$ cat config.mk
export PLATFORM = sky130hd
export DESIGN_NAME = prng64_seed_consumer
export DESIGN_NICKNAME = d
export VERILOG_FILES = /design/src/rtl/prng64_pkg.sv /design/src/rtl/xorshift64_step.sv /design/src/rtl/prng64_seed_consumer.sv
export SDC_FILE = /design/constraint.sdc
export NUM_CORES = 1
export LEC_CHECK = 0
export CAP_MARGIN = 20
export CORE_MARGIN = 2
export CORE_UTILIZATION = 44
export CTS_BUF_LIST = sky130_fd_sc_hd__clkbuf_8
export DETAILED_ROUTE_END_ITERATION = 8
export PLACE_DENSITY_LB_ADDON = 0.12
export REMOVE_ABC_BUFFERS = 1
export SLEW_MARGIN = 15
export SYNTH_ARGS = -nofsm -noshare
export SYNTH_HDL_FRONTEND = slang
export SYNTH_SLANG_ARGS = --single-unit
$ cat constraint.sdc
create_clock -name clk -period 2.7 [get_ports clk]
set_input_delay 0.27 -clock clk [delete_from_list [all_inputs] [get_ports clk]]
set_output_delay 0.27 -clock clk [all_outputs]
set_load 0.02 [all_outputs]
$ cat src/rtl/prng64_pkg.sv
// Shared types and constants for the seeded 64-bit xorshift generator.
package prng64_pkg;

  typedef enum logic [2:0] {
    CAPTURE = 3'd0,
    CHECK   = 3'd1,
    WARMUP  = 3'd2,
    RUN     = 3'd3,
    FAIL    = 3'd4
  } fsm_e;

  localparam logic [63:0] MIX_CONST = 64'h9E3779B97F4A7C15;

  localparam int SH_A = 13;
  localparam int SH_B = 7;
  localparam int SH_C = 17;

  // Bits needed to hold values 0..n.
  function automatic int cnt_w(input int n);
    return (n < 1) ? 1 : $clog2(n + 1);
  endfunction

endpackage

$ cat src/rtl/xorshift64_step.sv
// One combinational xorshift64 step: x ^= x<<13; x ^= x>>7; x ^= x<<17.
module xorshift64_step
  import prng64_pkg::*;
(
  input  logic [63:0] x,
  output logic [63:0] y
);

  logic [63:0] a, b;

  assign a = x ^ (x << SH_A);
  assign b = a ^ (a >> SH_B);
  assign y = b ^ (b << SH_C);

endmodule

$ cat src/rtl/prng64_seed_consumer.sv
// Seed capture, health check, warmup and valid/ready streaming of a 64-bit
// xorshift generator; the generator state is looped back on seedloop.
module prng64_seed_consumer
  import prng64_pkg::*;
#(
  parameter int RESEED_INTERVAL = 1024,
  parameter int WARMUP_CYCLES   = 16,
  parameter int REP_LIMIT       = 3
) (
  input  logic        clk,
  input  logic        rst,
  input  logic [31:0] seed1,
  input  logic [31:0] seed2,
  input  logic        seed_valid,
  input  logic        reseed_req,
  output logic [63:0] rand_out,
  output logic        rand_valid,
  input  logic        rand_ready,
  output logic [63:0] seedloop,
  output logic        busy,
  output logic        health_fail,
  output logic [15:0] reseed_count
);

  localparam int WW = cnt_w(RESEED_INTERVAL);
  localparam int MW = cnt_w(WARMUP_CYCLES);
  localparam int FW = cnt_w(REP_LIMIT);

  fsm_e          fsm;
  logic [63:0]   x, x_nxt, cand_q, prev_seed, mixed;
  logic [WW-1:0] word_cnt;
  logic [MW-1:0] warm_cnt;
  logic [FW-1:0] fail_cnt;
  logic          seed_ok;

  xorshift64_step u_step (.x(x), .y(x_nxt));

  assign mixed   = cand_q ^ MIX_CONST;
  assign seed_ok = (cand_q != '0) && (cand_q != prev_seed) && (mixed != '0);

  assign rand_out   = x;
  assign seedloop   = x;
  assign rand_valid = (fsm == RUN);
  assign busy       = (fsm == CAPTURE) || (fsm == CHECK) || (fsm == WARMUP);

  always_ff @(posedge clk) begin
    if (rst) begin
      fsm          <= CAPTURE;
      x            <= '0;
      cand_q       <= '0;
      prev_seed    <= '0;
      word_cnt     <= '0;
      warm_cnt     <= '0;
      fail_cnt     <= '0;
      health_fail  <= 1'b0;
      reseed_count <= '0;
    end else begin
      case (fsm)
        CAPTURE: begin
          if (seed_valid) begin
            cand_q <= {seed1, seed2};
            fsm    <= CHECK;
          end
        end
        CHECK: begin
          if (seed_ok) begin
            x         <= mixed;
            prev_seed <= cand_q;
            fail_cnt  <= '0;
            warm_cnt  <= '0;
            if (reseed_count != 16'hFFFF) reseed_count <= reseed_count + 16'd1;
            fsm       <= WARMUP;
          end else begin
            fail_cnt <= fail_cnt + 1'b1;
            // Compare against the pre-increment value: this reject is the last allowed.
            if (fail_cnt == FW'(REP_LIMIT - 1)) begin
              health_fail <= 1'b1;
              fsm         <= FAIL;
            end else begin
              fsm <= CAPTURE;
            end
          end
        end
        WARMUP: begin
          x <= x_nxt;
          if (warm_cnt == MW'(WARMUP_CYCLES - 1)) begin
            word_cnt <= '0;
            fsm      <= RUN;
          end else begin
            warm_cnt <= warm_cnt + 1'b1;
          end
        end
        RUN: begin
          if (rand_ready) begin
            x        <= x_nxt;
            word_cnt <= word_cnt + 1'b1;
            if (word_cnt == WW'(RESEED_INTERVAL - 1)) fsm <= CAPTURE;
          end
          // A coinciding handshake still completes above before reseeding.
          if (reseed_req) fsm <= CAPTURE;
        end
        FAIL: ;
        default: fsm <= CAPTURE;
      endcase
    end
  end

endmodule

---- After elaboration in Yosys (flattened, before gate mapping) ----
Index checks and enable logic that the tools add are counted.
storage, ports and cells
  output and inout bits ................... 147
  input bits .............................. 69
  bits in registers ....................... 230
  logic and storage cells ................. 71
cells by class
  bitwise gates (word level) .............. 6
  equal/unequal tests ..................... 16
  add/subtract/negate cells ............... 4
  multiplexer cells ....................... 18
  reduce and logical (&&, ||, !) cells .... 18
operators with widths
  operator                                                                  number
  64-bit one-hot mux with 3 select lines                                    1
  64-bit two-way mux                                                        2
  64-bit nonzero test                                                       2
  64-bit bitwise XOR                                                        2
  64-bit inequality test                                                    1
  64-bit by 57-bit bitwise XOR with 64-bit output                           1
  38-bit inverter                                                           1
  11-bit two-way mux                                                        2
  11-bit one-hot mux with 2 select lines                                    1
  3-bit two-way mux                                                         7
  16-bit by 1-bit adder with 16-bit output (second input constant)          1
  16-bit inequality test (second input constant)                            1
  3-bit one-hot mux with 5 select lines                                     1
  3-bit AND reduction                                                       5
  11-bit by 1-bit adder with 11-bit output (second input constant)          1
  11-bit by 10-bit == test with 1-bit output (second input constant)        1
  5-bit two-way mux                                                         2
  5-bit one-hot mux with 2 select lines                                     1
  3-bit by 2-bit == test with 1-bit output (second input constant)          2
  2-bit inequality test (second input constant)                             3
  3-bit by 2-bit inequality test with 1-bit output (second input constant)  2
  5-bit by 1-bit adder with 5-bit output (second input constant)            1
  5-bit by 4-bit == test with 1-bit output (second input constant)          1
  5-bit AND reduction                                                       1
  other kinds (13)                                                          19

---- Depth between registers and ports, before layout ----
Gate-level depths: netlist of run 1.
  word-level depth ........................ 5
  mapped depth ............................ 10
  depth with buffers taken out ............ 10

---- Modules after synthesis ----
A second synthesis of run 1 with hierarchy kept.
unflattened totals
  cell total of the unflattened synthesis .. 1402
  area total of the unflattened synthesis .. 12161.7 um^2
by module, submodules not included
  module                seq. area each (um^2)  cells each  area an instance (um^2)  instances
  prng64_seed_consumer  4604.4                 1234        10660.2                  1
  xorshift64_step       0.0                    168         1501.4                   1

---- Worst setup path before layout of run 1 ----
Ideal clock, no wire load.
  path type ............................... register to register
  from .................................... register cand_q[45]
  to ...................................... register reseed_count[10]
  buffers on the path ..................... 1
  data arrival time ....................... 2.073 ns
  cell stages (with the launch flop) ...... 9
  path slack .............................. 0.506 ns
  data required time ...................... 2.579 ns
  library setup time ...................... 0.121 ns
  period minus slack after synthesis ...... 2.194 ns
  cells stage by stage .................... dfxtp_1 > nand4_1 > or4_4 > nor4_4 > o21a_2 > nor3_2 > buf_2 > nand3_1 > mux2_2
between the ends
  word-level cells in the longest chain between the ends .. 4
  elaborated cells between the ends (all ways) .. 7
  classes of those cells .................. 1 x eq/ne; 1 x bitwise; 5 x reduce/logical
RTL lines
  element                                                   line                        RTL
  start: declaration                                        prng64_seed_consumer.sv:30  logic [63:0] x, x_nxt, cand_q, prev_seed, mixed;
  start signal: assignment                                  prng64_seed_consumer.sv:61  cand_q <= {seed1, seed2};
  64-bit inequality test (tied with other cells)            prng64_seed_consumer.sv:39  assign seed_ok = (cand_q != '0) && (cand_q != prev_seed) && (mixed != '0);
  1-bit logical AND or 64-bit nonzero test (tied branches)  prng64_seed_consumer.sv:39
  1-bit logical AND *                                       prng64_seed_consumer.sv:39
  3-bit AND reduction (no line) *                           --
  end signal: assignment                                    prng64_seed_consumer.sv:71  if (reseed_count != 16'hFFFF) reseed_count <= reseed_count + 16'd1;
  end: declaration                                          prng64_seed_consumer.sv:22  output logic [15:0] reseed_count
Mark *: on every way between the ends. The rest lies on a longest branch, timed or not.
A chain may end at the register's enable or synchronous reset.

---- Worst setup path in the final report of run 1 ----
  from .................................... register cand_q[50]
  to ...................................... register x[59], in the netlist rand_out[59]
between the ends
  word-level cells in the longest chain between the ends .. 5
  elaborated cells between the ends (all ways) .. 8
  classes of those cells .................. 2 x eq/ne; 1 x bitwise; 5 x reduce/logical
RTL lines
  element                                                   line                        RTL
  64-bit inequality test (tied with other cells)            prng64_seed_consumer.sv:39
  1-bit logical AND or 64-bit nonzero test (tied branches)  prng64_seed_consumer.sv:39
  1-bit logical AND *                                       prng64_seed_consumer.sv:39
  2-bit inequality test (no line) *                         --
  3-bit AND reduction (no line) *                           --
  end signal: assignment                                    prng64_seed_consumer.sv:67  x <= mixed;
  end signal: assignment                                    prng64_seed_consumer.sv:85  x <= x_nxt;
  end signal: assignment                                    prng64_seed_consumer.sv:95  x <= x_nxt;
  end: declaration                                          prng64_seed_consumer.sv:30
Marked as above.

==> results of run 1 <==
-- how the worst max path moves through the flow --
stage                      start               to  slack, ns  cells past startpoint
global placement      cand_q[37]    prev_seed[22]      -0.28                      9
floorplan                 fsm[0]  reseed_count[2]      -3.56                      5
finish                cand_q[50]     rand_out[59]       0.09                     11
CTS                   cand_q[37]     rand_out[57]       0.03                     10
detailed placement  prev_seed[7]     rand_out[57]      -0.10                     10
global route          cand_q[50]     rand_out[59]      0.003                     11
-- state kept, by name (all words and copies together), names as in the netlist --
signal and count:
cand_q 64, prev_seed 64, rand_out 64, reseed_count 16, word_cnt 11, warm_cnt 5, fsm 3, fail_cnt 2
health_fail 1
-- per-stage QoR --
step	util, %	setup slack, ns	area, µm²
floorplan	-	-3.563	11410
global placement	54.68	-0.2828	15110
detailed placement	54.74	-0.1049	15120
CTS	57.74	0.02672	15950
global route	58.08	0.002984	16050
finish	58.08	0.09307	16050
-- kinds of logic after synthesis --
family | Yosys count | share of synthesized area, %
compound gates | 216 | 10.94
xor+xnor | 226 | 16.11
flops | 230 | 37.47
fa+ha+maj | 5 | 0.5091
simple gates | 513 | 18.38
mux | 109 | 8.960
buf+inv | 162 | 7.637
-- final cells by class --
class	count	area, µm²
Clock inverter	16	91.34
Sequential cell	230	4619
Multi-Input combinational cell	1069	6845
Clock buffer	52	715.7
Timing Repair Buffer	347	3246
Tap cell	378	473.0
Inverter	15	56.30
Fill cell	2637	11580
-- cells in the mapped netlist (26+ instances only) --
| cell | number | area share, % |
|---|---|---|
| dfxtp_1 | 230 | 37 |
| o21ai_0 | 51 | 2.1 |
| nand2_1 | 211 | 6.4 |
| nor4_1 | 32 | 1.6 |
| clkbuf_1 | 64 | 2.0 |
| nor2_1 | 171 | 5.2 |
| a21oi_1 | 96 | 3.9 |
| xor2_1 | 99 | 7.1 |
| xnor2_1 | 127 | 9.1 |
| nand4_1 | 26 | 1.3 |
| buf_4 | 64 | 3.9 |
| mux2i_1 | 101 | 8.2 |
-- worst reg2reg max path: cells and delay by family (launching register included) --
family                 cells  cell delay (ns)
buffers and inverters      4             0.64
AND/OR/NAND/NOR            3             0.76
flip-flops                 1             0.45
AO/OA/AOI/OAI              4             0.67
-- repair_timing --
action                                  4_1_cts  5_1_grt
gates resized for setup                       2       21
hold buffers                                  1        0
endpoints found under the setup margin       62       26
endpoints found under the hold margin         1        0
buffers inserted                              0        1
pin swaps                                     1        5
-- routing by layer --
metal / wire (µm) / global-route usage, % / vias to the layer above / share of wire (%)
met1: 17530 / 36.09 / 5256 / 44
met2: 17910 / 42.69 / 407 / 45
met4: 1430 / 10.43 / 0 / 3.6
met5: 0 / 0 / - / 0
met3: 2789 / 5.205 / 83 / 7.0
li1: - / - / 5369 / -
-- power groups by stage --
stage	Combinational, W	Clock, W	Sequential [W]
floorplan	0.00603	0	0.00563
global placement	0.0104	0	0.00504
detailed placement	0.0105	0	0.00505
CTS	0.0106	0.00329	0.00498
global route	0.0115	0.00346	0.00507
finish	0.0107	0.00325	0.00500
==> impl_metrics.ini, run 1 <==
[status]
status = finished, final reports clean

[synthesis]
synth_edf_count = 0
yosysWarnings = 0
synth_seq_cells = 230
synth_cells = 1461
syn-cell-area_um2 = 12290
ys_seq_area_share_pct = 37.47
syn_avg_cell_area_um2 = 8.411
ys_types = 55
ys.flop_type = dfxtp_1
async_reset_ff_share_pct = 0

[worst_setup_path]
critPathLaunchType = flip-flop
crit_path_top_delay_cell = dfxtp_1
crit_path_end_kind = flip-flop
r2r_slack_ns = 0.09
rr_endpoint = rand_out[59]
crit_chain = buf_4, nand4_1, or4_4, nor4_4, o21a_2, buf_4, o31ai_4, buf_12, buf_12, a21bo_2, a21oi_1
crit_family = simple AND/OR/NAND/NOR gates
crit_required_ns = 3.16
r2r_start = cand_q[50]
crit_type = flip-flop to flip-flop
r2r_cells = 11
crit_path_max_fanout = 16
path_buf_inv = 4
crit_arrival_ns = 3.07
worst_path_largest_cell_delay_ns = 0.45

[timing]
setup_viol_count_final = 0
fin_crit_sh_pct = 96.55
timing.fmax_ghz = 0.3836
finalSetupTns_ns = 0
holdWs_ns = 0.2781
finClkSkew_ns = 0.02038
period_needed_ns = 2.607
hold_viol = 0
rsz0062_at_grt = false
report.final.slew_viol_count = 0
worstMarginPinSlew_ns = 0.7709
slew_headroom_pct = 48.42

[grt]
gr-total-overflow = 0
grt_pass1_wl_um = 60530
grt_pass1_vias = 10690
antenna_found_initial = 0
grt_max_degree = 105
grt_usage_pct = 26.90

[final_layout]
mostFrequentLayoutCell = dfxtp_1
final_nets = 1778
syn_to_final_growth_pct = 30.59
drive_gt1_share_pct = 14.34
fin_cells = 2107
mostFrequentLayoutCells = dfxtp_1 (218), clkdlybuf4s50_1 (214), nand2_1 (210)
n_antenna_cell = 0

[die]
die_area_um2 = 29280
die_y_um = 171.1
rows = 61
initial_core_util_pct = 44.48
io_pins = 216
die_w_um = 171.1
core_um2 = 27630

[routing]
drtPass1Iterations = 5
routed_wl_um = 39660
num_vias = 11120
routedWlPerCell_um = 18.82
ant_nets = 0
drt_first_iter_violations = 873
via_per_inst = 5.275
drc = 0

[clocking]
path_clk_slew_ns = 0.06
root_buffer = clkbuf_8
clock-sinks = 230
cts.path.max_buffers = 3
clk_latency_ns = 0.55
cts_tree = done
numCtsBuffers = 41
htreeDepth = 2

[worst_hold_path]
hold_depth = 3
min_from = seed2[25]
hold_path_class = input port to flip-flop
hold-path-endpoint = cand_q[25]

[placement]
numPortBuffers = 215
dpl.cell_count = 2037
place_congestion = 0.9440
dpl.hpwl_um = 29540

[power_and_ir_drop]
leakagePower_nw = 6.386
swShare_pct = 43.37
seq_power_share_pct = 26.3
power_w = 0.01898
power.internal_w = 0.01075
pwr-share-clk_pct = 17.1
ir_drop_v = 0.0007460
pwr_density_cell_nw_per_um2 = 1183
switching_power_w = 0.008230
combPwrFrac_pct = 56.5

[run]
max_cap_violations = 0
(Power assumes the default switching activity.)
==> run 2: changes to the inputs <==
--- a/config.mk
+++ b/config.mk
@@ -6,12 +6,15 @@
 export NUM_CORES = 1
 export LEC_CHECK = 0
 export CAP_MARGIN = 20
+export CELL_PAD_IN_SITES_DETAIL_PLACEMENT = 1
+export CELL_PAD_IN_SITES_GLOBAL_PLACEMENT = 1
 export CORE_MARGIN = 2
-export CORE_UTILIZATION = 44
+export CORE_UTILIZATION = 41
 export CTS_BUF_LIST = sky130_fd_sc_hd__clkbuf_8
 export DETAILED_ROUTE_END_ITERATION = 8
 export PLACE_DENSITY_LB_ADDON = 0.12
 export REMOVE_ABC_BUFFERS = 1
+export SKIP_CTS_REPAIR_TIMING = 1
 export SLEW_MARGIN = 15
 export SYNTH_ARGS = -nofsm -noshare
 export SYNTH_HDL_FRONTEND = slang
==> impl_metrics.ini, run 2 (same netlist as run 1, synthesis figures left out) <==
[status]
status = finished, final reports clean

[grt]
grt_max_degree = 97
grt_pass1_vias = 11700
grt_usage_pct = 27.66
gr-total-overflow = 0
antenna_found_initial = 0
grt_pass1_wl_um = 67070

[timing]
slew_headroom_pct = 51.83
worstMarginPinSlew_ns = 0.7218
period_needed_ns = 2.602
report.final.slew_viol_count = 0
holdWs_ns = 0.1112
setup_viol_count_final = 0
hold_viol = 0
finClkSkew_ns = 0.02463
timing.fmax_ghz = 0.3843
fin_crit_sh_pct = 96.37

[worst_setup_path]
crit_arrival_ns = 3.03
crit_path_max_fanout = 38
crit_chain = xor2_1, nor4_2, nand4_1, nor4_2, buf_4, nor3_4, buf_12, mux2i_1, nor2_1
crit_type = flip-flop to flip-flop
crit_path_end_kind = flip-flop
crit_required_ns = 3.12
crit_path_top_delay_cell = nor3_4
path_common_cell = nor4_2
worst_path_largest_cell_delay_ns = 0.49
path_buf_inv = 2
critPathLaunchType = flip-flop
crit_family = simple AND/OR/NAND/NOR gates

[die]
initial_core_util_pct = 41.57
rows = 63
io_pins = 216
die_area_um2 = 31370
die_y_um = 177.1
core_um2 = 29560
die_w_um = 177.1

[routing]
routed_wl_um = 43780
drt_first_iter_violations = 696
drc = 0
num_vias = 11410
drtPass1Iterations = 5
via_per_inst = 5.362
routedWlPerCell_um = 20.58
ant_nets = 0

[power_and_ir_drop]
leakagePower_nw = 6.436
combPwrFrac_pct = 55.9
power.internal_w = 0.01094
switching_power_w = 0.008476
seq_power_share_pct = 25.8
ir_drop_v = 0.0005396
pwr-share-clk_pct = 18.4
pwr_density_cell_nw_per_um2 = 1201
swShare_pct = 43.66

[final_layout]
mostFrequentLayoutCells = dfxtp_1 (227), clkdlybuf4s50_1 (214), nand2_1 (210)
syn_to_final_growth_pct = 31.52
drive_gt1_share_pct = 14.16
utilization_pct = 54.68
final_nets = 1777
n_antenna_cell = 0
mostFrequentLayoutCell = dfxtp_1

[run]
max_cap_violations = 0

[clocking]
cts_tree = done
numCtsBuffers = 44
htreeDepth = 2
clk_latency_ns = 0.57
root_buffer = clkbuf_8
cts.path.max_buffers = 3
path_clk_slew_ns = 0.06
clock-sinks = 230

[placement]
place_congestion = 0.8632
numPortBuffers = 215
dpl.hpwl_um = 31950

[worst_hold_path]
hold_path_class = input port to flip-flop
[run 2: through the flow]
stage	cell area [µm²]	setup slack, ns	power, W	setup TNS [ns]	instances
2_1_floorplan	11410	-3.563	0.01166	-549.49	1314
3_3_place_gp	15130	-0.2130	0.01549	-11.97	2044
3_5_place_dp	15130	-0.3113	0.01562	-18.20	2044
4_1_cts	16040	-0.3579	0.01931	-22.62	2124
5_1_grt	16160	-0.003801	0.02055	-0.003801	2127
6_report	16160	0.09809	0.01941	0	2127
[run 2: cell type report]
type,count,area [µm²]
Clock buffer,57,784.5
Clock inverter,23,128.9
Fill cell,3516,13400
Inverter,15,56.30
Multi-Input combinational cell,1070,6848
Sequential cell,230,4608
Tap cell,390,488.0
Timing Repair Buffer,342,3248
[run 2: metal layers]
layer	part of all wire [%]	vias to the layer above	track usage [%]
met2	48	346	46.45
met4	2.0	0	7.713
met3	5.4	61	3.909
met5	0	-	0
met1	45	5620	36.95
li1	-	5379	-
[run 2: worst paths after layout]
kind | slack [ns] | cells after the start | from | endpoint
worst max-delay path | 0.1 | 9 | cand_q[49] | prev_seed[40]
worst min register to register | 0.46 | 2 | fail_cnt[0] | fail_cnt[0]
worst min-delay path | 0.11 | 2 | rst | prev_seed[26]
worst max register to register | 0.1 | 9 | cand_q[49] | prev_seed[40]
[run 2: power by group through the flow]
stage	combinational [W]	clock, W	sequential [W]
global route	0.0117	0.00379	0.00507
detailed placement	0.0106	0	0.00505
floorplan	0.00603	0	0.00563
finish	0.0108	0.00357	0.00500
global placement	0.0105	0	0.00503
CTS	0.0107	0.00363	0.00498
